$ cat config.mk
export PLATFORM = sky130hd
export DESIGN_NAME = mem_access_unit
export DESIGN_NICKNAME = d
export VERILOG_FILES = /design/src/rtl/mem_access_unit_pkg.sv /design/src/rtl/mem_access_unit_load_extend.sv /design/src/rtl/mem_access_unit.sv
export SDC_FILE = /design/constraint.sdc
export NUM_CORES = 1
export LEC_CHECK = 0
export CELL_PAD_IN_SITES_DETAIL_PLACEMENT = 0
export CELL_PAD_IN_SITES_GLOBAL_PLACEMENT = 1
export CORE_MARGIN = 5
export CORE_UTILIZATION = 34
export DETAILED_ROUTE_END_ITERATION = 10
export GPL_ROUTABILITY_DRIVEN = 0
export PLACE_DENSITY_LB_ADDON = 0.15
export SLEW_MARGIN = 40
export SYNTH_ARGS = -nofsm -noshare
export SYNTH_HDL_FRONTEND = slang
export SYNTH_HIERARCHICAL = 1
export SYNTH_SLANG_ARGS = --single-unit
export TNS_END_PERCENT = 20
$ cat constraint.sdc
create_clock -name clk -period 4.4 [get_ports clk]
set_input_delay 0.44 -clock clk [delete_from_list [all_inputs] [get_ports clk]]
set_output_delay 0.44 -clock clk [all_outputs]
set_load 0.03 [all_outputs]
$ cat src/rtl/mem_access_unit_pkg.sv
// Shared decode for the MEM-stage load/store engine: MIPS opcodes, FSM states,
// access-size decode and alignment rules.
package mips_mem_pkg;

  localparam logic [5:0] OP_LB  = 6'h20;
  localparam logic [5:0] OP_LH  = 6'h21;
  localparam logic [5:0] OP_LW  = 6'h23;
  localparam logic [5:0] OP_LBU = 6'h24;
  localparam logic [5:0] OP_LHU = 6'h25;
  localparam logic [5:0] OP_SB  = 6'h28;
  localparam logic [5:0] OP_SH  = 6'h29;
  localparam logic [5:0] OP_SW  = 6'h2B;

  typedef enum logic [1:0] {
    ST_IDLE   = 2'd0,
    ST_ACCESS = 2'd1,
    ST_WAIT   = 2'd2,
    ST_RESP   = 2'd3
  } state_t;

  typedef enum logic [1:0] {
    SZ_NONE = 2'd0,
    SZ_BYTE = 2'd1,
    SZ_HALF = 2'd2,
    SZ_WORD = 2'd3
  } size_t;

  function automatic logic op_is_load(input logic [5:0] op);
    return (op == OP_LB) || (op == OP_LH) || (op == OP_LW) ||
           (op == OP_LBU) || (op == OP_LHU);
  endfunction

  function automatic logic op_is_store(input logic [5:0] op);
    return (op == OP_SB) || (op == OP_SH) || (op == OP_SW);
  endfunction

  function automatic size_t op_size(input logic [5:0] op);
    size_t sz;
    case (op)
      OP_LB, OP_LBU, OP_SB: sz = SZ_BYTE;
      OP_LH, OP_LHU, OP_SH: sz = SZ_HALF;
      OP_LW, OP_SW:         sz = SZ_WORD;
      default:              sz = SZ_NONE;
    endcase
    return sz;
  endfunction

  function automatic logic op_misaligned(input size_t sz, input logic [1:0] off);
    logic bad;
    case (sz)
      SZ_HALF: bad = off[0];
      SZ_WORD: bad = (off != 2'b00);
      default: bad = 1'b0;
    endcase
    return bad;
  endfunction

endpackage

$ cat src/rtl/mem_access_unit_load_extend.sv
// Little-endian lane extraction of a RAM word with sign/zero extension for
// lb/lh/lbu/lhu; lw passes the word through.
module load_extend
  import mips_mem_pkg::*;
(
  input  logic [31:0] word,
  input  logic [1:0]  off,
  input  logic [5:0]  op,
  output logic [31:0] rdata
);

  size_t       w_size;
  logic        w_sext;
  logic [7:0]  w_byte;
  logic [15:0] w_half;

  always_comb begin
    w_size = op_size(op);
    w_sext = (op == OP_LB) || (op == OP_LH);
    case (off)
      2'd0:    w_byte = word[7:0];
      2'd1:    w_byte = word[15:8];
      2'd2:    w_byte = word[23:16];
      default: w_byte = word[31:24];
    endcase
    w_half = off[1] ? word[31:16] : word[15:0];
    case (w_size)
      SZ_BYTE: rdata = {{24{w_sext & w_byte[7]}}, w_byte};
      SZ_HALF: rdata = {{16{w_sext & w_half[15]}}, w_half};
      default: rdata = word;
    endcase
  end

endmodule

$ cat src/rtl/mem_access_unit.sv
// Multi-cycle load/store engine between the MEM stage and a word-wide
// synchronous RAM with byte enables; one request in flight at a time.
module mem_access_unit
  import mips_mem_pkg::*;
#(
  parameter int RD_LAT = 1,
  parameter int AW     = 8
)
(
  input  logic          clk,
  input  logic          rst,
  input  logic          req,
  input  logic [5:0]    op,
  input  logic [31:0]   addr,
  input  logic [31:0]   wdata,
  output logic          stall,
  output logic          done,
  output logic [31:0]   rdata,
  output logic          err,
  output logic          ram_en,
  output logic [3:0]    ram_we,
  output logic [AW-1:0] ram_addr,
  output logic [31:0]   ram_wdata,
  input  logic [31:0]   ram_rdata,
  output state_t        o_state
);

  // Handshake: req is held high until the one-cycle done pulse; stall tells the
  // pipeline to hold MEM for exactly that window. A new req is sampled only in IDLE.

  localparam logic [2:0] LAT_INIT = 3'(RD_LAT);

  state_t          r_state;
  logic [2:0]      r_cnt;
  logic [5:0]      r_op;
  logic [1:0]      r_off;
  logic            r_is_store;
  logic            r_done;
  logic            r_err;
  logic [31:0]     r_rdata;
  logic            r_ram_en;
  logic [3:0]      r_ram_we;
  logic [AW-1:0]   r_ram_addr;
  logic [31:0]     r_ram_wdata;

  logic            w_load;
  logic            w_store;
  logic            w_bad;
  size_t           w_size;
  logic [3:0]      w_st_we;
  logic [31:0]     w_st_wdata;
  logic [31:0]     w_ext;
  logic            w_unused;

  assign w_load   = op_is_load(op);
  assign w_store  = op_is_store(op);
  assign w_size   = op_size(op);
  assign w_bad    = ~(w_load | w_store) | op_misaligned(w_size, addr[1:0]);
  assign w_unused = ^addr[31:AW+2];

  // Store lanes are steered from the live request so the RAM strobes can be
  // registered on the same edge that accepts it.
  always_comb begin
    w_st_we    = 4'b0000;
    w_st_wdata = wdata;
    case (w_size)
      SZ_BYTE: begin
        w_st_we    = 4'b0001 << addr[1:0];
        w_st_wdata = {4{wdata[7:0]}};
      end
      SZ_HALF: begin
        w_st_we    = addr[1] ? 4'b1100 : 4'b0011;
        w_st_wdata = {2{wdata[15:0]}};
      end
      SZ_WORD: w_st_we = 4'b1111;
      default: w_st_we = 4'b0000;
    endcase
    if (!w_store) w_st_we = 4'b0000;
  end

  load_extend u_load_extend (
    .word  (ram_rdata),
    .off   (r_off),
    .op    (r_op),
    .rdata (w_ext)
  );

  always_ff @(posedge clk) begin
    if (!rst) begin
      r_state     <= ST_IDLE;
      r_cnt       <= 3'd0;
      r_op        <= 6'd0;
      r_off       <= 2'd0;
      r_is_store  <= 1'b0;
      r_done      <= 1'b0;
      r_err       <= 1'b0;
      r_rdata     <= 32'd0;
      r_ram_en    <= 1'b0;
      r_ram_we    <= 4'b0000;
      r_ram_addr  <= '0;
      r_ram_wdata <= 32'd0;
    end else begin
      case (r_state)
        ST_IDLE: begin
          if (req) begin
            r_op       <= op;
            r_off      <= addr[1:0];
            r_is_store <= w_store;
            if (w_bad) begin
              r_state <= ST_RESP;
              r_done  <= 1'b1;
              r_err   <= 1'b1;
              r_rdata <= 32'd0;
            end else begin
              r_state     <= ST_ACCESS;
              r_ram_en    <= 1'b1;
              r_ram_we    <= w_st_we;
              r_ram_addr  <= addr[AW+1:2];
              r_ram_wdata <= w_st_wdata;
            end
          end
        end
        ST_ACCESS: begin
          r_ram_en <= 1'b0;
          r_ram_we <= 4'b0000;
          if (r_is_store) begin
            r_state <= ST_RESP;
            r_done  <= 1'b1;
            r_err   <= 1'b0;
          end else begin
            r_state <= ST_WAIT;
            r_cnt   <= LAT_INIT;
          end
        end
        ST_WAIT: begin
          // Count of 1 marks the cycle in which ram_rdata holds this load's word.
          if (r_cnt <= 3'd1) begin
            r_cnt   <= 3'd0;
            r_rdata <= w_ext;
            r_done  <= 1'b1;
            r_err   <= 1'b0;
            r_state <= ST_RESP;
          end else begin
            r_cnt <= r_cnt - 3'd1;
          end
        end
        ST_RESP: begin
          r_done  <= 1'b0;
          r_err   <= 1'b0;
          r_state <= ST_IDLE;
        end
        default: r_state <= ST_IDLE;
      endcase
    end
  end

  assign stall     = req & ~r_done;
  assign done      = r_done;
  assign err       = r_err;
  assign rdata     = r_rdata;
  assign ram_en    = r_ram_en;
  assign ram_we    = r_ram_we;
  assign ram_addr  = r_ram_addr;
  assign ram_wdata = r_ram_wdata;
  assign o_state   = r_state;

endmodule

==> results by group, run 1 <==
Worst hold path
  • Worst Min Path Start: ram_wdata[30]
  • Min-delay worst type: register to register

Setup path
  • R2R Path Start: o_state[0]
  • Setup CP Type: input pin to register
  • WP data arrival: 3.42 ns
  • CP max FO: 32
  • Crit path launch: op[0]
  • Most frequent CP cell: nor2_2
  • Crit-path slowest cell: ha_1
  • Largest stage delay, worst path: 0.60 ns
  • Crit-path cells: clkdlybuf4s50_1 -> nor2b_2 -> a21o_1 -> and2_1 -> inv_1 -> ha_1 -> nor2_1 -> nor2_2 -> nor2_2 -> a21oi_2 -> buf_4 -> a22o_1
  • Startpoint Class: input pin
  • Endpoint type of the worst setup path: register
  • Worst EP required: 4.69 ns

Global routing
  • Initial antenna violation count: 0
  • Final global-route overflow total: 0
  • Largest net degree at the start of global routing: 65
  • First-pass GRT wire length: 23600 um
  • Global Route Usage Sum: 0.181
  • Vias in the first global route: 4606

STA
  • RSZ-0062 raised after global routing: no
  • Worst Tran Pin Value: 0.680 ns
  • Worst Skew: 0.00415 ns
  • Final Hold Viols: 0
  • Max-slew headroom: 0.547
  • F_max: 320 MHz
  • Setup WS post-layout: 1.28 ns
  • Final worst-path cycle share: 0.710
  • Max Slew Vio Count: 0
  • Crit path time final: 3.12 ns
  • Endpoints failing setup: 0
  • Sum Neg Setup Slack: 0 ns

Die
  • Num rows: 43
  • Die Area: 16400 um2
  • Initial core utilization: 0.344
  • CORE AREA: 13800 um2
  • Ports: 187
  • Die X: 128 um
  • DIE HEIGHT: 128 um

Placement
  • Port Buffers: 164
  • DP Wirelength: 11000 um
  • Number of placed instances with taps included: 864
  • DP Worst Slack: 0.917 ns

Drt
  • Vias/cell: 5.21
  • Uppermost routed layer: met4
  • Drt drc: 0
  • Detail Route Antenna Nets: 0
  • Met2 wire len: 6910 um
  • Met3 routed WL: 1260 um
  • Total Wirelength: 15100 um
  • Wl on met1: 6630 um
  • Pre-Repair DR Iteration Count: 4
  • Iteration-0 DRC count of the detailed router: 281
  • Via count: 4581
  • Wirelength per Cell: 17.2 um

Clock network
  • Post-CTS setup buffers: 0
  • Clock latency at the later pin of the worst-skew pair: 0.35 ns
  • Hold-fix buffers at CTS: 0
  • CTS tree: yes
  • Worst-path clk slew: 0.07 ns
  • CTS root buffer: clkbuf_16
  • H-tree depth: 3
  • Max clock buf depth: 2
  • Post_cts resized: 0
  • Cts bufs inserted: 9
  • TritonCTS Sinks: 93

Job
  • Max cap viols: 0

Yosys
  • Yosys warning count: 6
  • Sequential area share after synthesis: 0.393
  • Synthesized area per cell: 8.52 um2
  • Asr flop ratio synth: 0
  • Yosys cell types: 52
  • Mapped Nets: 674
  • Synth Instances: 557
  • Top_reg_cell synth: dfxtp_1
  • Yosys reg bits: 93
  • Number of synthesized flops with an enable pin: 0
  • Cell area after synthesis: 4740 um2

Finish
  • Final Net Count: 812
  • Fraction of layout instances using a drive strength above 1: 0.0600
  • Area delta synth->final: 41.7%
  • Finished Layout Cells: 880
  • Commonest non-fill, non-tap cell in the layout: clkdlybuf4s50_1
  • Diode count: 0
  • Most frequent cells in the layout: clkdlybuf4s50_1 (164), dfxtp_1 (92), nand2_1 (87)

Power
  • P_int: 0.00184 W
  • Sw power: 0.00105 W
  • Comb power frac: 0.367
  • Clock share of power: 0.271
  • Switch share: 0.363
  • Reg power frac: 0.362
  • Worst VDD drop: 0.000160 V
  • P per Cell Area: 429 nW/um2
  • Leak Pwr: 2.60 nW

Status
  • Status: finished clean
## area by class of cell
| class | instances | area [um2] |
|---|---|---|
| fillers | 1356 | 7050 |
| multi-input cells | 407 | 2590 |
| flip-flops and latches | 93 | 1860 |
| repair buffers | 170 | 1700 |
| clock buffers | 10 | 229 |
| well taps | 180 | 225 |
| clock inverters | 6 | 63.8 |
| inverters | 14 | 52.6 |
## per-layer routing
metal  vias to the layer above  GRT usage
li1                       2268          -
met1                      2122      0.218
met2                       169      0.295
met3                        22     0.0633
met4                         0     0.0680
met5                         -          0
## cells in the mapped netlist, types with 7 or more instances
cell type   n  area share
buf_6       7       0.017
clkbuf_1   20       0.016
nor2_1     33       0.026
a22o_1     32       0.059
inv_1      14       0.011
mux2i_1    20       0.042
o2bb2ai_1  11       0.020
nor2b_1     7      0.0092
dfxtp_1    93        0.39
o211ai_1   10       0.016
a31oi_1     7      0.0092
o21ai_0    31       0.033
nand2_1    87       0.069
o211a_1     8       0.017
a21oi_1    29       0.031
nand2b_1   26       0.034
buf_2      10       0.011
nand3_1    36       0.038
a221oi_1    9       0.017
ha_1       12       0.032
## registers in the layout (all words and copies together), names as in the netlist
signal and count:
err 1, o_state 2, done 1, r_is_store 1
ram_en 1, r_op 6, r_cnt 3, rdata 32
ram_we 4, ram_addr 8, r_off 2, ram_wdata 32
## power by group through the flow
stage | Sequential, W | Clock [W] | Combinational (W)
after CTS | 0.00104 | 0.000805 | 0.00106
final | 0.00104 | 0.000782 | 0.00106
after global routing | 0.00106 | 0.000842 | 0.00115
after detailed placement | 0.00106 | 0 | 0.00106
after floorplan | 0.00119 | 0 | 0.000564
after global placement | 0.00105 | 0 | 0.00104
## through the flow
step / hold WS [ns] / util / area (um2) / total power (W)
final: 0.455 / 0.488 / 6720 / 0.00288
after global routing: 0.479 / 0.488 / 6720 / 0.00304
after CTS: 0.460 / 0.488 / 6720 / 0.00291
after detailed placement: 0.447 / 0.466 / 6420 / 0.00212
after global placement: 0.445 / 0.466 / 6420 / 0.00209
after floorplan: 0.432 / - / 4740 / 0.00176
## logic make-up after synthesis
| kind of cell | synth area share |
|---|---|
| AO/OA/AOI/OAI | 0.258 |
| adder cells (fa/ha/maj) | 0.0317 |
| buffers and inverters | 0.0628 |
| flip-flops | 0.393 |
| multiplexers | 0.0446 |
| AND/OR/NAND/NOR | 0.210 |
## critical path, delay by kind of cell
kind / cells / cell delay [ns]
AO/OA/AOI/OAI: 3 / 0.54
adder cells (fa/ha/maj): 1 / 0.60
buffers and inverters: 3 / 0.91
AND/OR/NAND/NOR: 5 / 0.90
## final timing paths
kind	to	slack (ns)	cells past startpoint
max	rdata[25]	1.28	12
min	ram_wdata[30]	0.46	2
max reg2reg	ram_wdata[23]	1.95	7
min reg2reg	ram_wdata[30]	0.46	2
(Power assumes the default switching activity.)
==> run 2, diff against run 1 <==
--- a/config.mk
+++ b/config.mk
@@ -8,7 +8,7 @@
 export CELL_PAD_IN_SITES_DETAIL_PLACEMENT = 0
 export CELL_PAD_IN_SITES_GLOBAL_PLACEMENT = 1
 export CORE_MARGIN = 5
-export CORE_UTILIZATION = 34
+export CORE_UTILIZATION = 28
 export DETAILED_ROUTE_END_ITERATION = 10
 export GPL_ROUTABILITY_DRIVEN = 0
 export PLACE_DENSITY_LB_ADDON = 0.15
==> constraint.sdc (replaced) <==
create_clock -name clk -period 2.68 [get_ports clk]
set_input_delay 0.268 -clock clk [delete_from_list [all_inputs] [get_ports clk]]
set_output_delay 0.268 -clock clk [all_outputs]
set_load 0.03 [all_outputs]
==> run 2 against run 1 <==
Against the previous run: via count up 4.0%; clock skew about the same; die area grew 20%; critical path depth down 1; first-iteration DRC count is 13% higher; non-clock buffer count increased by 28; global-route usage fell by 2.2 points; power grew 68%.
==> results by group, run 2 (synthesized netlist as in run 1, its figures left out) <==
Die
  • Die X: 140 um (+9.4%)
  • Num rows: 47 (+9.3%)
  • Die Area: 19600 um2 (+20%)
  • Initial core utilization: 0.286 (-0.0584)
  • DIE HEIGHT: 140 um (+9.4%)
  • Ports: 187 (unchanged)
  • CORE AREA: 16600 um2 (+20%)

Setup path
  • Worst EP required: 2.92 ns (-1.77 ns)
  • CP max FO: 32 (unchanged)
  • WP data arrival: 2.62 ns (-0.80 ns)
  • Crit-path slowest cell: clkdlybuf4s50_1
  • Endpoint type of the worst setup path: register
  • Largest stage delay, worst path: 0.45 ns (-0.15 ns)
  • Startpoint Class: input pin
  • Setup CP Type: input pin to register
  • Crit-path cells: clkdlybuf4s50_1 -> a211oi_1 -> a21o_1 -> and2_1 -> ha_1 -> a21oi_1 -> o21ai_0 -> o221ai_2 -> and2_4 -> buf_12 -> a22o_1

Clock network
  • Clock latency at the later pin of the worst-skew pair: 0.35 ns (about the same)
  • CTS root buffer: clkbuf_16
  • Post-CTS setup buffers: 0 (unchanged)
  • H-tree depth: 3 (unchanged)
  • CTS tree: yes
  • Hold-fix buffers at CTS: 0 (unchanged)
  • TritonCTS Sinks: 93 (unchanged)
  • Worst-path clk slew: 0.07 ns (about the same)
  • Cts bufs inserted: 9 (unchanged)
  • Max clock buf depth: 2 (unchanged)
  • Post_cts resized: 0 (unchanged)

Global routing
  • Final global-route overflow total: 0 (unchanged)
  • Largest net degree at the start of global routing: 36 (-45%)
  • Global Route Usage Sum: 0.159 (-0.0220)
  • First-pass GRT wire length: 24900 um (+5.7%)
  • Initial antenna violation count: 0 (unchanged)
  • Vias in the first global route: 4637 (+0.67%)

STA
  • Hold slack final: 0.458 ns (+0.00206 ns)
  • Endpoints failing setup: 0 (unchanged)
  • Max-slew headroom: 0.654 (+0.107)
  • Max Slew Vio Count: 0 (unchanged)
  • Sum Neg Setup Slack: 0 ns (unchanged)
  • Worst Tran Pin Value: 0.518 ns (-0.162 ns)
  • Crit path time final: 2.38 ns
  • Final Hold Viols: 0 (unchanged)
  • Worst Skew: 0.00441 ns (+0.000259 ns)
  • F_max: 421 MHz
  • RSZ-0062 raised after global routing: no
  • Final worst-path cycle share: 0.887

Drt
  • Pre-Repair DR Iteration Count: 4 (unchanged)
  • Detail Route Antenna Nets: 0 (unchanged)
  • Via count: 4762 (+4.0%)
  • Iteration-0 DRC count of the detailed router: 318 (+13%)
  • Drt drc: 0 (unchanged)
  • Wirelength per Cell: 16.9 um (-1.5%)
  • Vias/cell: 5.02 (-3.5%)
  • Total Wirelength: 16000 um (+6.2%)

Finish
  • Fraction of layout instances using a drive strength above 1: 0.0948 (+0.0348)
  • Area delta synth->final: 48.1%
  • Diode count: 0 (unchanged)
  • Commonest non-fill, non-tap cell in the layout: clkdlybuf4s50_1
  • Final Net Count: 840 (+3.4%)
  • Final instance area: 7030 um2 (+4.6%)
  • Most frequent cells in the layout: clkdlybuf4s50_1 (164), dfxtp_1 (93), nand2_1 (87)
  • Finished Layout Cells: 948 (+7.7%)

Worst hold path
  • Min-delay worst type: register to register

Power
  • P per Cell Area: 688 nW/um2 (+60%)
  • Worst VDD drop: 0.000309 V (+93%)
  • Leak Pwr: 2.75 nW (+5.9%)

Placement
  • DP Wirelength: 12000 um (+9.1%)
  • Placed cell areas: 6730 um2 (+4.8%)
  • Port Buffers: 164 (unchanged)
  • Number of placed instances with taps included: 932 (+7.9%)

Job
  • Max cap viols: 0 (unchanged)

Status
  • Status: finished clean
[run 2: cell types whose count changed in the layout (fill, tap and decap cells not counted), moves of 2 or more]
cell / change
buf_12: +4
buf_4: +24
inv_6: +3
clkinv_2: -2
[run 2: path summary, 6_finish.rpt]
check / from / cells after the start / endpoint / slack, ns
setup / recovery: op[2] / 11 / rdata[22] / 0.30
setup reg to reg: r_op[5] / 8 / rdata[8] / 0.58
hold / removal: r_op[5] / 2 / r_op[5] / 0.46
hold reg to reg: r_op[5] / 2 / r_op[5] / 0.46
[run 2: cell type report]
class | instances | area, um2
repair buffers | 198 | 1960
inverters | 14 | 52.6
clock inverters | 7 | 67.6
flip-flops and latches | 93 | 1860
clock buffers | 9 | 225
multi-input cells | 407 | 2580
well taps | 220 | 275
fillers | 1649 | 9560
[run 2: critical path, delay by kind of cell]
family / cells / cell delay (ns)
compound gates: 6 / 1.15
buf+inv: 2 / 0.61
simple gates: 2 / 0.36
fa+ha+maj: 1 / 0.22
[run 2: layer usage]
| metal | vias to the layer above | global-route usage | routed length, um |
|---|---|---|---|
| li1 | 2332 | - | - |
| met1 | 2226 | 0.203 | 6940 |
| met2 | 188 | 0.251 | 7350 |
| met3 | 16 | 0.0525 | 1490 |
| met4 | 0 | 0.0541 | 263 |
| met5 | - | 0 | 0 |
[run 2: power breakdown]
group / internal, W / switching (W)
sequential: 0.00156 / 0.000131
combinational: 0.000821 / 0.00105
clock: 0.000651 / 0.000619
[run 2: through the flow]
stage | setup slack, ns | utilization | total power, W
final | 0.303 | 0.424 | 0.00483
after global routing | 0.0751 | 0.424 | 0.00511
after CTS | 0.308 | 0.424 | 0.00488
after detailed placement | -0.0532 | 0.406 | 0.00359
after global placement | -0.0124 | 0.406 | 0.00357
after floorplan | 0.467 | - | 0.00288
==> run 3, diff against run 2 <==
--- a/config.mk
+++ b/config.mk
@@ -12,6 +12,7 @@
 export DETAILED_ROUTE_END_ITERATION = 10
 export GPL_ROUTABILITY_DRIVEN = 0
 export PLACE_DENSITY_LB_ADDON = 0.15
+export SETUP_SLACK_MARGIN = 0.2
 export SLEW_MARGIN = 40
 export SYNTH_ARGS = -nofsm -noshare
 export SYNTH_HDL_FRONTEND = slang
==> run 3 against run 2 <==
Against the previous run: largest cell class unchanged; utilization is 0.40 points higher; clock-buffer cell count is the same; global-route usage unchanged; setup slack gained 0.021 ns; maximum frequency grew 0.91%; clock power about the same; non-clock buffer count is 2 higher; final cell count increased by 0.21%; via count shrank 0.52%; critical endpoint unchanged.
==> results by group, run 3 (synthesized netlist as in run 1, its figures left out) <==
Finish
  • Diode count: 0 (unchanged)
  • Fraction of layout instances using a drive strength above 1: 0.103 (+0.00796)
  • Finished Layout Cells: 950 (+0.21%)
  • Fill cells: 1649 (unchanged)
  • Most frequent cells in the layout: clkdlybuf4s50_1 (162), dfxtp_1 (93), nand2_1 (87)
  • Commonest non-fill, non-tap cell in the layout: clkdlybuf4s50_1
  • Final Net Count: 842 (+0.24%)
  • Area delta synth->final: 49.5%

Clock network
  • Worst-path clk slew: 0.07 ns (about the same)
  • Clock latency at the later pin of the worst-skew pair: 0.35 ns (about the same)
  • Hold-fix buffers at CTS: 0 (unchanged)
  • Cts bufs inserted: 9 (unchanged)
  • H-tree depth: 3 (unchanged)
  • CTS root buffer: clkbuf_16
  • TritonCTS Sinks: 93 (unchanged)
  • Max clock buf depth: 2 (unchanged)
  • CTS tree: yes

Setup path
  • Setup slack, reg-to-reg: 0.58 ns (about the same)
  • Setup CP Type: input pin to register
  • Startpoint Class: input pin
  • R2R Path Start: r_op[5]
  • WP data arrival: 2.60 ns (-0.02 ns)
  • Crit path launch: op[3]
  • CP max FO: 32 (unchanged)
  • Worst EP required: 2.92 ns (about the same)
  • Endpoint type of the worst setup path: register

Die
  • Initial core utilization: 0.286 (unchanged)
  • DIE HEIGHT: 140 um (unchanged)
  • CORE AREA: 16600 um2 (unchanged)
  • Die Area: 19600 um2 (unchanged)
  • Ports: 187 (unchanged)
  • Die X: 140 um (unchanged)
  • Num rows: 47 (unchanged)

STA
  • RSZ-0062 raised after global routing: no
  • Max Slew Vio Count: 0 (unchanged)
  • Max-slew headroom: 0.656 (+0.00155)
  • Final Hold Viols: 0 (unchanged)
  • Final worst-path cycle share: 0.879 (-0.00797)
  • Endpoints failing setup: 0 (unchanged)
  • Hold slack final: 0.388 ns (-0.0694 ns)
  • F_max: 424 MHz (+0.91%)
  • Worst Skew: 0.00615 ns (+0.00174 ns)
  • Worst Tran Pin Value: 0.516 ns (-0.00233 ns)
  • Crit path time final: 2.36 ns (-0.0214 ns)

Drt
  • Vias/cell: 4.99 (-0.73%)
  • Total Wirelength: 16200 um (+1.3%)
  • Via count: 4737 (-0.52%)
  • Drt drc: 0 (unchanged)
  • Wirelength per Cell: 17.1 um (+1.1%)
  • Detail Route Antenna Nets: 0 (unchanged)
  • Pre-Repair DR Iteration Count: 4 (unchanged)
  • Iteration-0 DRC count of the detailed router: 338 (+6.3%)

Global routing
  • Global Route Usage Sum: 0.159 (unchanged)
  • Largest net degree at the start of global routing: 36 (unchanged)
  • Initial antenna violation count: 0 (unchanged)
  • Final global-route overflow total: 0 (unchanged)
  • Vias in the first global route: 4637 (unchanged)
  • First-pass GRT wire length: 24900 um (unchanged)

Job
  • Max cap viols: 0 (unchanged)

Power
  • P per Cell Area: 683 nW/um2 (-0.62%)
  • Total power: 0.00485 W (+0.32%)
  • Leak Pwr: 2.80 nW (+1.5%)
  • Worst VDD drop: 0.000309 V (about the same)

Placement
  • Number of placed instances with taps included: 932 (unchanged)
  • DP Wirelength: 12000 um (unchanged)
  • Port Buffers: 164 (unchanged)

Worst hold path
  • Worst Min Path Start: op[0]
  • Min-delay worst type: input pin to register

Status
  • Status: finished clean
## run 3: report_power, final
part	internal (W)	switching (W)	leakage [nW]	total [W]
combinational	0.000829	0.00106	1.90	0.00189
sequential	0.00156	0.000132	0.754	0.00169
clock	0.000651	0.000617	0.140	0.00127
total	0.00304	0.00181	2.80	0.00485
## run 3: cell type report
| type | count | area, um2 | area share |
|---|---|---|---|
| clock buffers | 9 | 225 | 0.0318 |
| flip-flops and latches | 93 | 1860 | 0.263 |
| multi-input cells | 407 | 2610 | 0.368 |
| well taps | 220 | 275 | 0.0388 |
| repair buffers | 200 | 2000 | 0.282 |
| inverters | 14 | 52.6 | 0.00741 |
| clock inverters | 7 | 67.6 | 0.00953 |
## run 3: layer usage
layer	up-vias	wire length, um	GRT usage
met5	-	0	0
met4	0	263	0.0541
met3	16	1350	0.0525
met2	182	7490	0.251
met1	2196	7140	0.203
li1	2343	-	-
## run 3: repair_timing
item / CTS / global route
resized for setup: 0 / 9
setup endpoints to repair: 0 / 71
setup buffers: 0 / 1
## run 3: per-stage QoR
| stage | worst slack, ns | util | setup TNS (ns) | cell area, um2 |
|---|---|---|---|---|
| 5_1_grt | 0.195 | 0.428 | 0 | 7090 |
| 2_1_floorplan | 0.467 | - | 0 | 4740 |
| 6_report | 0.324 | 0.428 | 0 | 7090 |
| 3_3_place_gp | -0.0124 | 0.406 | -0.0203 | 6730 |
| 3_5_place_dp | -0.0532 | 0.406 | -1.24 | 6730 |
| 4_1_cts | 0.308 | 0.424 | 0 | 7030 |
## run 3: worst max-delay path, stage by stage
cell and delay, ns:
clkdlybuf4s50_1 0.45, buf_4 0.16, o21ai_0 0.15, nand3_1 0.12
inv_1 0.09, ha_1 0.23, a21oi_2 0.09, o21ai_0 0.34
o221ai_2 0.13, and2_4 0.19, buf_12 0.16, a22o_1 0.20
## run 3: worst paths after layout
path | endpoint | depth (start not counted)
max | rdata[22] | 12
min | r_op[0] | 4
max reg2reg | rdata[15] | 8
min reg2reg | r_op[5] | 2
